$ cat src/rtl/ethpipe_pkg.sv
// Shared types and constants for the ethpipe GMII datapath.
package ethpipe_pkg;

    localparam int unsigned LEN_W   = 11;
    localparam int unsigned CNT_W   = 8;
    localparam int unsigned PRE_LEN = 7;
    localparam int unsigned MIN_LEN = 60;
    localparam int unsigned FCS_LEN = 4;

    localparam logic [7:0]  PREAMBLE    = 8'h55;
    localparam logic [7:0]  SFD_BYTE    = 8'hD5;
    localparam logic [31:0] CRC_POLY    = 32'hEDB88320;
    localparam logic [31:0] CRC_INIT    = 32'hFFFFFFFF;
    localparam logic [31:0] CRC_RESIDUE = 32'hC704DD7B;

    typedef enum logic [3:0] {
        IDLE, PRE, SFD, DATA, PAD, FCS, ERR, DROP, IFG
    } state_t;

    typedef struct packed {
        logic [7:0] txd;
        logic       en;
        logic       er;
    } gmii_t;

endpackage

$ cat src/rtl/crc32_d8.sv
// Combinational byte-wide step of the reflected IEEE 802.3 CRC-32.
module crc32_d8
    import ethpipe_pkg::*;
(
    input  logic [31:0] crc,
    input  logic [7:0]  d,
    output logic [31:0] crc_next_c
);

    logic [31:0] work;

    // Bits enter LSB first, matching the order they go out on the wire.
    always_comb begin
        work = crc;
        for (int i = 0; i < 8; i++) begin
            work = (work >> 1) ^ ((work[0] ^ d[i]) ? CRC_POLY : 32'h0);
        end
        crc_next_c = work;
    end

endmodule

$ cat src/rtl/gmii_tx_framer.sv
// GMII transmit framer: preamble/SFD, payload with zero padding, FCS, IFG,
// and abort with tx_er on underrun or oversize frames.
module gmii_tx_framer
    import ethpipe_pkg::*;
#(
    parameter int unsigned MAX_LEN = 1514,
    parameter int unsigned IFG_LEN = 12
) (
    input  logic        gmii_tx_clk,
    input  logic        sys_rst_n,
    input  logic [7:0]  tx_data,
    input  logic        tx_valid,
    input  logic        tx_last,
    output logic        tx_ready,
    output logic [7:0]  gmii_txd,
    output logic        gmii_tx_en,
    output logic        gmii_tx_er,
    output logic [31:0] frame_cnt,
    output logic [15:0] err_cnt
);

    state_t            state, state_n;
    logic [CNT_W-1:0]  cnt, cnt_n;
    logic [LEN_W-1:0]  len, len_n;
    logic [31:0]       crc, crc_n, crc_c;
    logic [31:0]       frame_n;
    logic [15:0]       err_n;
    gmii_t             gmii_q, gmii_n;
    logic [7:0]        crc_din;
    logic [7:0]        fcs_byte;
    logic              accept;

    // Length cap stops acceptance once MAX_LEN bytes are in without tx_last.
    assign tx_ready = (state == SFD) || (state == DROP) ||
                      ((state == DATA) && (len < LEN_W'(MAX_LEN)));
    assign accept   = tx_valid && tx_ready;
    assign crc_din  = (state == PAD) ? 8'h00 : tx_data;
    assign fcs_byte = 8'((~crc) >> {cnt[1:0], 3'b000});

    crc32_d8 u_crc (
        .crc        (crc),
        .d          (crc_din),
        .crc_next_c (crc_c)
    );

    // Next state and the wire byte for the following cycle.
    always_comb begin
        state_n = state;
        cnt_n   = cnt;
        len_n   = len;
        crc_n   = crc;
        frame_n = frame_cnt;
        err_n   = err_cnt;
        gmii_n  = '{txd: 8'h00, en: 1'b0, er: 1'b0};

        case (state)
            IDLE: begin
                crc_n = CRC_INIT;
                len_n = '0;
                cnt_n = '0;
                if (tx_valid) begin
                    state_n = PRE;
                    gmii_n  = '{txd: PREAMBLE, en: 1'b1, er: 1'b0};
                end
            end
            PRE: begin
                gmii_n = '{txd: PREAMBLE, en: 1'b1, er: 1'b0};
                cnt_n  = cnt + CNT_W'(1);
                if (cnt == CNT_W'(PRE_LEN - 1)) begin
                    gmii_n.txd = SFD_BYTE;
                    state_n    = SFD;
                    cnt_n      = '0;
                end
            end
            SFD, DATA: begin
                if (accept) begin
                    gmii_n  = '{txd: tx_data, en: 1'b1, er: 1'b0};
                    crc_n   = crc_c;
                    len_n   = len + LEN_W'(1);
                    state_n = DATA;
                    if (tx_last) begin
                        state_n = (len_n < LEN_W'(MIN_LEN)) ? PAD : FCS;
                        cnt_n   = '0;
                    end
                end else begin
                    // Underrun or length cap reached: abort on the next wire byte.
                    gmii_n  = '{txd: 8'h00, en: 1'b1, er: 1'b1};
                    state_n = ERR;
                end
            end
            PAD: begin
                gmii_n = '{txd: 8'h00, en: 1'b1, er: 1'b0};
                crc_n  = crc_c;
                len_n  = len + LEN_W'(1);
                if (len_n == LEN_W'(MIN_LEN)) begin
                    state_n = FCS;
                    cnt_n   = '0;
                end
            end
            FCS: begin
                gmii_n = '{txd: fcs_byte, en: 1'b1, er: 1'b0};
                cnt_n  = cnt + CNT_W'(1);
                if (cnt == CNT_W'(FCS_LEN - 1)) begin
                    frame_n = frame_cnt + 32'd1;
                    state_n = IFG;
                    cnt_n   = '0;
                end
            end
            ERR: begin
                err_n   = err_cnt + 16'd1;
                state_n = DROP;
            end
            DROP: begin
                if (accept && tx_last) begin
                    state_n = IFG;
                    cnt_n   = '0;
                end
            end
            IFG: begin
                // Runs IFG_LEN+1 cycles so the wire idles 13 byte times between frames.
                cnt_n = cnt + CNT_W'(1);
                if (cnt == CNT_W'(IFG_LEN)) begin
                    state_n = IDLE;
                    cnt_n   = '0;
                end
            end
            default: state_n = IDLE;
        endcase
    end

    always_ff @(posedge gmii_tx_clk or negedge sys_rst_n) begin
        if (!sys_rst_n) begin
            state     <= IDLE;
            cnt       <= '0;
            len       <= '0;
            crc       <= CRC_INIT;
            gmii_q    <= '0;
            frame_cnt <= '0;
            err_cnt   <= '0;
        end else begin
            state     <= state_n;
            cnt       <= cnt_n;
            len       <= len_n;
            crc       <= crc_n;
            gmii_q    <= gmii_n;
            frame_cnt <= frame_n;
            err_cnt   <= err_n;
        end
    end

    assign gmii_txd   = gmii_q.txd;
    assign gmii_tx_en = gmii_q.en;
    assign gmii_tx_er = gmii_q.er;

endmodule

$ cat config.mk
export PLATFORM = sky130hd
export DESIGN_NAME = gmii_tx_framer
export DESIGN_NICKNAME = d
export VERILOG_FILES = /design/src/rtl/ethpipe_pkg.sv /design/src/rtl/crc32_d8.sv /design/src/rtl/gmii_tx_framer.sv
export SDC_FILE = /design/constraint.sdc
export NUM_CORES = 1
export LEC_CHECK = 0
export BUFFER_PORTS_ARGS = -buffer_cell sky130_fd_sc_hd__buf_2
export CAP_MARGIN = 25
export CORE_MARGIN = 3
export CORE_UTILIZATION = 53
export CTS_CLUSTER_SIZE = 30
export DETAILED_ROUTE_END_ITERATION = 16
export GPL_TIMING_DRIVEN = 0
export PLACE_DENSITY = 0.73
export SLEW_MARGIN = 0
export SYNTH_ARGS = -nofsm -noshare
export SYNTH_HDL_FRONTEND = slang
export SYNTH_SLANG_ARGS = --single-unit
export TNS_END_PERCENT = 100
$ cat constraint.sdc
create_clock -name gmii_tx_clk -period 2.5 [get_ports gmii_tx_clk]
set_clock_uncertainty 0.2 [all_clocks]
set_input_delay 0.375 -clock gmii_tx_clk [delete_from_list [all_inputs] [get_ports gmii_tx_clk]]
set_output_delay 0.375 -clock gmii_tx_clk [all_outputs]
set_load 0.1 [all_outputs]
==> impl_results.md, run 1 <==
* Total Routing Usage GR at 0.247
* Most used DFF post-synth: dfrtp_1
* Synthesized net count at 634
* Minimum clock period at 2.58 ns
* Commonest cells after routing, fill and taps aside: xnor2_1, buf_2, dfrtp_1, nand2_1, nor2_1
* FMAX at 0.388 GHz
* # rows at 39
* Yosys top cell by area: dfrtp_1
* Placer's final routability congestion estimate at 0.893
* Flops & latches, synth at 113
* Drt initial violations at 323
* Cell Chain, Critical Path: o21ai_2 -> a21oi_2 -> o211ai_1 -> buf_4 -> nor2_4 -> nor4bb_4 -> buf_6
* Worst-Margin Slew at 0.905 ns
* Worst setup EP type: output port
* Chip height at 116 µm
* Nets at 762
* First-pass GRT wire length at 25700 µm
* Critical path class: reg2out
* Fin. Hold Viols at 0
* Final core utilization at 0.702
* Hold_sp: tx_data[7]
* Status: complete, but fails checks
* Cts bufs inserted at 17
* Reg2reg end: crc[14]
* CTS max path bufs at 2
* Core area at 11600 µm²
* Met2 Wirelength at 8010 µm
* Commonest non-fill, non-tap cell in the layout: xnor2_1
* Mean post-synth cell area at 10.3 µm²
* Root buf cell: clkbuf_16
* Via density at 5.77
* Fill cell total of the finished layout at 828
* Final WL at 16000 µm
* Worst IR Drop VDD at 0.964 mV
* Leak pwr at 3.51 nW
* Top sig layer: met4
* Clock Pin Slew Worst Setup and Hold Paths at 0.05 ns
* Mapped cell area at 6360 µm²
* Final Slew Violations at 0
* Die width at 116 µm
* Hold path cells at 3
* PnR worst setup slack at -0.0794 ns
* First-pass DRT Iterations at 4
* Failing checks: setup timing
* Sequential area share after synthesis at 0.451
* Routed metal-1 wirelength at 6500 µm
* Worst EP required at 1.92 ns
* Via count at 5187
* Async SR Flop Fraction at 1.00
* IO Port Bufs at 70
* Number of synthesized flops with an enable pin at 0
* Largest net degree at the start of global routing at 69
* Cell count after synthesis at 615
* Antenna cells at 0
* CP Max Fanout at 6
* R2R Path Start: len[1]
* Skew-Pair Late Insertion Delay at 0.42 ns
* Met3 wire len at 958 µm
* Dominant cells by area after synthesis: dfrtp_1, dfstp_2, xnor2_1
* H-Tree Depth at 4
* WL/cell at 17.8 µm
* Vias in the first global route at 5124
* Depth of the most critical reg-to-reg path at 9
* Final setup vio count at 6
* Global route overflow at 0
* CTS sink count at 113
* HP Class: in2reg
* Slew HR at 0.390
* Period utilization at 1.03
* Die area at 13300 µm²
* Largest stage delay, worst path at 0.45 ns
* Reg2Reg Setup Slack at -0.05 ns
* Synthesis-to-layout area growth at 27.7%
* PwrDens at 1480 nW/µm²
* Remaining DRCs at 0
* Post-DP HPWL at 10400 µm
* Yosys warning count at 0
* RSZ-0062 raised after global routing: true
* Starting Density at 0.550
* CTS tree: done
* Critical-path top delay cell: dfrtp_2
* Max_cap viols at 0
* Hold EP: gmii_txd[7]
* Critical path arrival at 2.00 ns
* Initial antenna violation count at 0
* I/O pin cnt at 71
* Worst setup SP type: flop
* Netlist cell types at 64
* Antenna Nets Post-Route at 0
* Share of the synthesized area in the top cell type at 0.319
* Hold WS at 0.0438 ns
* Layout cells sized above 1 at 0.366
layout make-up:
class / instances / area, µm² / area share
multi-input cells: 467 / 3530 / 0.435
clock inverters: 11 / 138 / 0.0170
flip-flops and latches: 113 / 2910 / 0.358
clock buffers: 21 / 460 / 0.0567
plain buffers: 20 / 135 / 0.0167
repair buffers: 112 / 724 / 0.0893
well taps: 143 / 179 / 0.0221
inverters: 12 / 45.0 / 0.00555
registers in the layout, indices dropped and copies added, names as in the netlist:
signal / flops
cnt: 8
crc: 32
err_cnt: 16
frame_cnt: 32
gmii_tx_en: 1
gmii_tx_er: 1
gmii_txd: 8
len: 11
state: 4
worst max path at each step:
stage	startpoint	to	slack, ns	cells after the start
after floorplan	len[1]	tx_ready	-0.27	5
after global placement	sys_rst_n	frame_cnt[11]	-0.82	1
after detailed placement	cnt[0]	cnt[3]	-0.68	10
after CTS	len[1]	tx_ready	-0.09	7
after global routing	len[1]	tx_ready	-0.18	7
final	len[1]	tx_ready	-0.08	7
cells in the mapped netlist, types with 3 or more instances:
cell and instances:
a21oi_1 39, a31oi_1 4, and2_1 3, and3_1 4, clkbuf_1 16, dfrtp_1 81
dfstp_2 32, ha_1 7, inv_1 12, mux4_2 8, nand2_1 53, nand2b_1 3
nand3_1 24, nand4_1 20, nor2_1 52, nor2b_1 4, nor3_1 14, nor3_2 3
o211ai_1 7, o21ai_0 28, o22a_1 9, o31ai_1 3, xnor2_1 95, xnor2_2 4
xor2_1 36, xor2_4 3
report_power, final:
part	leakage, nW	switching, W	internal (W)
Combinational	1.81	0.00392	0.00280
Clock	0.289	0.000846	0.00161
Sequential	1.41	0.000430	0.00239
Total	3.51	0.00520	0.00679
critical path: cells and delay by family (launching register included):
family / cells / cell delay [ns]
DFF: 1 / 0.45
buffers and inverters: 2 / 0.43
AOI/OAI and AO/OA: 3 / 0.40
and+or+nand+nor: 2 / 0.31
routing by layer:
layer / vias to the layer above / global-route usage
met4: 0 / 0.124
met2: 188 / 0.412
li1: 2386 / -
met5: - / 0
met1: 2568 / 0.299
met3: 45 / 0.0621
logic make-up (layout without fill, tap and decap cells):
| group | after synthesis | in the layout | share of synthesized area |
|---|---|---|---|
| and+or+nand+nor | 207 | 207 | 0.170 |
| xor gates and xnor gates | 140 | 140 | 0.211 |
| DFF | 113 | 113 | 0.451 |
| AOI/OAI and AO/OA | 101 | 101 | 0.0959 |
| buffers and inverters | 35 | 176 | 0.0236 |
| muxes | 12 | 12 | 0.0350 |
| adders and majority gates | 7 | 7 | 0.0138 |
timing repair:
item / CTS / global route
resized for setup: 47 / 26
pin swaps: 16 / 12
cloned: 1 / 0
hold buffers: 1 / 0
endpoints found under the hold margin: 41 / 0
endpoints found under the setup margin: 79 / 75
setup buffers: 25 / 13
per-stage QoR:
step           setup slack (ns)  instances  cell area [µm²]  total power (W)  setup TNS [ns]
4_1_cts                 -0.0939        886             7930           0.0117          -0.146
3_3_place_gp             -0.816        828             6950          0.00855          -56.12
2_1_floorplan            -0.273        615             6420          0.00750          -0.481
3_5_place_dp             -0.678        830             6990          0.00870          -19.98
6_report                -0.0794        899             8110           0.0120          -0.166
5_1_grt                  -0.181        899             8110           0.0126           -3.34
No activity file was read; power rests on OpenSTA's default activity.
==> run 2: changes to the inputs <==
- MAX_ROUTING_LAYER: not set -> met4
- TNS_END_PERCENT: 100 -> not set
==> run 2 against run 1 <==
Critical endpoint unchanged. Global-route usage up 0.53 points. Sequential power about the same. Flip-flop and latch count unchanged. Non-clock buffer count up 14. Sequential share of layout area down 1.0 points. Count of clock-buffer cells in the layout unchanged. The run still ends with setup timing left. Fmax down 0.44%. Critical path type unchanged. Power up 5.1%.
==> impl_results.md, run 2 (same netlist as run 1, synthesis figures left out) <==
* WL/cell at 17.9 µm (+0.72%)
* Starting Density at 0.550 (unchanged)
* Nets at 776 (+1.8%)
* Pwr Total at 0.0126 W (+5.1%)
* Root buf cell: clkbuf_16
* CTS tree: done
* Worst setup EP type: output port
* Antenna Nets Post-Route at 0 (unchanged)
* Global route overflow at 0 (unchanged)
* Remaining DRCs at 0 (unchanged)
* Leak pwr at 3.66 nW (+4.3%)
* Skew-Pair Late Insertion Delay at 0.42 ns (about the same)
* Minimum clock period at 2.59 ns (+0.0114 ns)
* Final WL at 16400 µm (+2.3%)
* Hold path cells at 3 (unchanged)
* Critical path class: reg2out
* PnR worst setup slack at -0.0908 ns (-0.0114 ns)
* Critical path arrival at 2.02 ns (+0.02 ns)
* Status: complete, but fails checks
* Core area at 11600 µm² (unchanged)
* I/O pin cnt at 71 (unchanged)
* Worst-Margin Slew at 0.942 ns (+0.0361 ns)
* Fill cell total of the finished layout at 800 (-3.4%)
* Largest stage delay, worst path at 0.44 ns (about the same)
* Final setup vio count at 1 (-5)
* Failing checks: setup timing
* Die width at 116 µm (unchanged)
* Period utilization at 1.04 (+0.00454)
* Critical-path top delay cell: dfrtp_2
* Fin. Hold Viols at 0 (unchanged)
* Dpl cells at 831 (+0.12%)
* First-pass DRT Iterations at 5 (+1)
* Area of the multi-input gates at 3630 µm² (+2.9%)
* Post-DP HPWL at 10500 µm (+1.3%)
* Cell Chain, Critical Path: o21ai_2 -> a21oi_2 -> o211ai_1 -> buf_4 -> nor2_4 -> nor4bb_4 -> buf_6
* Worst setup SP type: flop
* Commonest cells after routing, fill and taps aside: xnor2_1, buf_2, dfrtp_1, nand2_1, buf_4
* Final cell count without fillers at 913 (+1.6%)
* HP Class: in2reg
* Commonest non-fill, non-tap cell in the layout: xnor2_1
* First-pass GRT wire length at 25200 µm (-1.9%)
* Via density at 5.78 (+0.25%)
* Via count at 5281 (+1.8%)
* Synthesis-to-layout area growth at 31.2%
* Clock Pin Slew Worst Setup and Hold Paths at 0.05 ns (about the same)
* Biggest regs: crc (32), frame_cnt (32), err_cnt (16)
* Max_cap viols at 0 (unchanged)
* Die area at 13300 µm² (unchanged)
* H-Tree Depth at 4 (unchanged)
* CTS sink count at 113 (unchanged)
* FMAX at 0.386 GHz (-0.44%)
* PwrDens at 1510 nW/µm² (+2.3%)
* Slew HR at 0.366 (-0.0243)
* Layout cells sized above 1 at 0.383 (+0.0167)
* Worst EP required at 1.92 ns (about the same)
* CTS max path bufs at 2 (unchanged)
* Placer's final routability congestion estimate at 0.911 (+2.1%)
* Antenna cells at 0 (unchanged)
* IO Port Bufs at 70 (unchanged)
* Vias in the first global route at 5082 (-0.82%)
* Register area at 2900 µm² (about the same)
* Depth of the most critical reg-to-reg path at 8 (-1)
* Hold WS at 0.0509 ns (+0.00703 ns)
* Total Routing Usage GR at 0.253 (+0.00530)
* Largest net degree at the start of global routing at 44 (-36%)
* Worst IR Drop VDD at 1.24 mV (+29%)
* Initial antenna violation count at 0 (unchanged)
* CP Max Fanout at 4 (-2)
* # rows at 39 (unchanged)
* Cts bufs inserted at 17 (unchanged)
* Chip height at 116 µm (unchanged)
* RSZ-0062 raised after global routing: true
* Final Slew Violations at 0 (unchanged)
* Setup_tns at -0.0908 ns (+0.0747 ns)
* Drt initial violations at 456 (+41%)
run 2: cell types whose count changed in the layout (fill, tap and decap cells not counted), sizes merged:
| cell | delta |
|---|---|
| buf | +14 |
| clkinv | -2 |
| bufinv | +1 |
| clkinvlp | +1 |
run 2: stage by stage:
stage	instance area [µm²]	worst slack [ns]	utilization
detailed placement	7000	-0.674	0.605
CTS	8040	-0.116	0.695
global route	8340	-0.171	0.721
finish	8340	-0.0908	0.721
floorplan	6420	-0.273	-
global placement	6950	-0.813	0.601
run 2: worst max-delay path, delay by kind of cell, from the launching register on:
family	cells	cell delay (ns)
flip-flops	1	0.44
buffers and inverters	2	0.43
AO/OA/AOI/OAI	3	0.41
AND/OR/NAND/NOR	2	0.31
run 2: area by class of cell:
type / instances / share of cell area
plain buffers: 20 / 0.0143
clock buffers: 21 / 0.0528
clock inverters: 11 / 0.0198
inverters: 12 / 0.00540
multi-input cells: 467 / 0.435
flip-flops and latches: 113 / 0.348
well taps: 143 / 0.0215
repair buffers: 126 / 0.103
run 2: repair_timing:
item | in CTS | in global routing
gates resized for setup | 44 | 46
setup buffers | 31 | 21
endpoints found under the hold margin | 23 | 0
setup endpoints to repair | 77 | 73
pin swaps | 19 | 24
hold buffers | 1 | 0
run 2: power by group:
| part | leakage [nW] | switching [W] | internal [W] |
|---|---|---|---|
| logic | 1.97 | 0.00415 | 0.00314 |
| registers | 1.41 | 0.000437 | 0.00239 |
| clock network | 0.283 | 0.000832 | 0.00166 |
| total | 3.66 | 0.00542 | 0.00719 |
run 2: routing by layer:
| metal | vias up | wire length, µm | part of all wire | GRT usage |
|---|---|---|---|---|
| met4 | 0 | 368 | 0.023 | 0.0908 |
| met1 | 2621 | 6720 | 0.41 | 0.309 |
| met5 | - | 0 | 0 | - |
| met3 | 33 | 989 | 0.060 | 0.0684 |
| li1 | 2421 | - | - | - |
| met2 | 206 | 8280 | 0.51 | 0.405 |
run 2: worst paths after layout:
path                               startpoint       endpoint  slack, ns
max in group asynchronous           sys_rst_n        crc[21]       0.93
worst max-delay path                   len[2]       tx_ready      -0.09
worst min register to register  frame_cnt[31]  frame_cnt[31]       0.26
worst max register to register         len[1]       state[0]       0.01
min in group asynchronous           sys_rst_n     err_cnt[4]       0.25
worst min-delay path               tx_data[5]    gmii_txd[5]       0.05
==> run 3: changes to the inputs <==
- CORE_MARGIN: 3 -> not set
- CORE_UTILIZATION: 53 -> 55
- CTS_BUF_LIST: not set -> sky130_fd_sc_hd__clkbuf_4 sky130_fd_sc_hd__clkbuf_8
- PLACE_DENSITY: 0.73 -> 0.76
==> run 3 against run 2 <==
The flow still finishes with violations (setup timing). Wire length is 0.48% higher. Final cell count rose by 0.44%. Sequential power about the same. Count of clock-buffer cells in the layout up 5. Worst hold slack got worse by 0.012 ns. Core utilization grew 2.3 points. Clock power shrank 31%.
==> impl_results.md, run 3 (same netlist as run 1, synthesis figures left out) <==
* R2R Path Start: len[1]
* Critical path arrival at 1.96 ns (-0.06 ns)
* Post-DP HPWL at 10100 µm (-3.7%)
* Worst-Margin Slew at 0.799 ns (-0.142 ns)
* H-Tree Depth at 4 (unchanged)
* Worst setup SP type: flop
* Worst IR Drop VDD at 1.10 mV (-12%)
* Critical path origin: len[2]
* Met2 Wirelength at 8160 µm (-1.5%)
* CP Max Fanout at 2 (-2)
* Antenna cells at 0 (unchanged)
* Period utilization at 1.01 (-0.0220)
* Pre-CTS setup slack at -0.603 ns (+0.0712 ns)
* IO Port Bufs at 70 (unchanged)
* PwrDens at 1450 nW/µm² (-4.3%)
* Routed metal-1 wirelength at 6610 µm (-1.6%)
* Cts bufs inserted at 17 (unchanged)
* Remaining DRCs at 0 (unchanged)
* Biggest regs: crc (32), frame_cnt (32), err_cnt (16)
* Pwr Total at 0.0119 W (-5.9%)
* PnR worst setup slack at -0.0358 ns (+0.0550 ns)
* Global route overflow at 0 (unchanged)
* RSZ-0062 raised after global routing: true
* Dpl cells at 827 (-0.48%)
* Root buf cell: clkbuf_8
* Die width at 110 µm (-5.2%)
* Status: complete, but fails checks
* Reg2reg end: state[0]
* Chip height at 110 µm (-5.2%)
* Commonest cells after routing, fill and taps aside: xnor2_1, buf_2, dfrtp_1, nand2_1, buf_4
* Antenna Nets Post-Route at 0 (unchanged)
* Commonest non-fill, non-tap cell in the layout: xnor2_1
* Die area at 12000 µm² (-10%)
* Largest net degree at the start of global routing at 63 (+43%)
* Drt initial violations at 411 (-9.9%)
* Hold_sp: tx_data[5]
* Reg2Reg Setup Slack at -0.01 ns (-0.02 ns)
* Failing checks: setup timing
* Slew HR at 0.467 (+0.102)
* Clock Pin Slew Worst Setup and Hold Paths at 0.07 ns (+0.02 ns)
* Final WL at 16400 µm (+0.48%)
* Leak pwr at 3.59 nW (-1.9%)
* Setup crit end: tx_ready
* Vias in the first global route at 5061 (-0.41%)
* Skew-Pair Late Insertion Delay at 0.46 ns (+0.04 ns)
* CTS max path bufs at 2 (unchanged)
* Starting Density at 0.576 (+0.0266)
* Worst EP required at 1.92 ns (about the same)
* Fin. Hold Viols at 0 (unchanged)
* CTS sink count at 113 (unchanged)
* Critical path class: reg2out
* Top sig layer: met4
* Via count at 5322 (+0.78%)
* Minimum clock period at 2.54 ns (-0.0550 ns)
* Worst setup EP type: output port
* Initial antenna violation count at 0 (unchanged)
* I/O pin cnt at 71 (unchanged)
* First-pass GRT wire length at 24600 µm (-2.5%)
* Depth of the most critical reg-to-reg path at 9 (+1)
* Final setup vio count at 2 (+1)
* Layout cells sized above 1 at 0.396 (+0.0133)
* Synthesis-to-layout area growth at 29.1%
* Met3 wire len at 1050 µm (+5.8%)
* WL/cell at 17.9 µm (about the same)
* Total Routing Usage GR at 0.280 (+0.0273)
* Core area at 11000 µm² (-4.6%)
* Placer's final routability congestion estimate at 0.908 (-0.29%)
* # rows at 38 (-2.6%)
* Nets at 784 (+1.0%)
* HP Class: in2reg
* Max_cap viols at 0 (unchanged)
* FMAX at 0.394 GHz (+2.2%)
* First-pass DRT Iterations at 4 (-1)
* CTS tree: done
* Final Slew Violations at 0 (unchanged)
* Final cell count without fillers at 917 (+0.44%)
* Via density at 5.80 (+0.34%)
## run 3: changes by cell type in the layout (fill, tap and decap cells not counted), moves of 3 or more
cell        previous run  this run
clkbuf_8               0        24
buf_6                  7        13
clkbuf_16             17         0
clkinvlp_4             4         0
o21ai_0               24        21
bufinv_16              4         1
clkbuf_1               7         4
## run 3: metal layers
layer	track usage	vias to the layer above
li1	-	2428
met4	0.152	0
met5	-	-
met2	0.448	212
met3	0.0646	55
met1	0.328	2627
## run 3: metrics by stage
| step | instance area (µm²) | util | TNS, ns | hold WS (ns) |
|---|---|---|---|---|
| global route | 8200 | 0.744 | -0.779 | 0.0344 |
| global placement | 6950 | 0.630 | -56.70 | 0.252 |
| floorplan | 6420 | - | -0.481 | -0.121 |
| CTS | 7760 | 0.704 | -0.731 | 0.00198 |
| detailed placement | 6980 | 0.633 | -18.43 | 0.261 |
| finish | 8200 | 0.744 | -0.0433 | 0.0393 |
## run 3: worst max-delay path, cell delays in order, from the launching register on
cell and delay [ns]:
dfrtp_2 0.42, o21ai_2 0.15, a21oi_2 0.08, o211ai_1 0.22, nor2_1 0.10, nor4bb_4 0.28
buf_6 0.26
## run 3: area by class of cell
class,count,area (µm²)
inverter,12,45.0
buffer,20,118
clock inverter,5,50.0
clock buffer,26,345
fill,730,2830
multi-input combinational,467,3630
timing repair buffer,134,935
tap,140,175
sequential,113,2910
## run 3: worst min-delay path by stage
stage                     slack [ns]  depth (start not counted)             to
after floorplan                -0.12                          0         cnt[0]
after global placement          0.25                          1  frame_cnt[31]
after detailed placement        0.26                          1    err_cnt[15]
after CTS                      0.002                          3    gmii_txd[5]
after global routing            0.03                          3    gmii_txd[5]
final                           0.04                          3    gmii_txd[5]
## run 3: report_power, final
group / leakage (nW) / total [W] / switching (W) / internal (W)
Clock: 0.212 / 0.00171 / 0.000732 / 0.000981
Sequential: 1.41 / 0.00280 / 0.000414 / 0.00238
Combinational: 1.97 / 0.00736 / 0.00418 / 0.00318
Total: 3.59 / 0.0119 / 0.00532 / 0.00655
## run 3: what timing repair did
action,in CTS,in global routing
hold buffers,2,0
setup endpoints to repair,78,71
resized for setup,43,58
buffers inserted,30,30
gates cloned,1,0
pin swaps,14,30
endpoints found under the hold margin,49,0
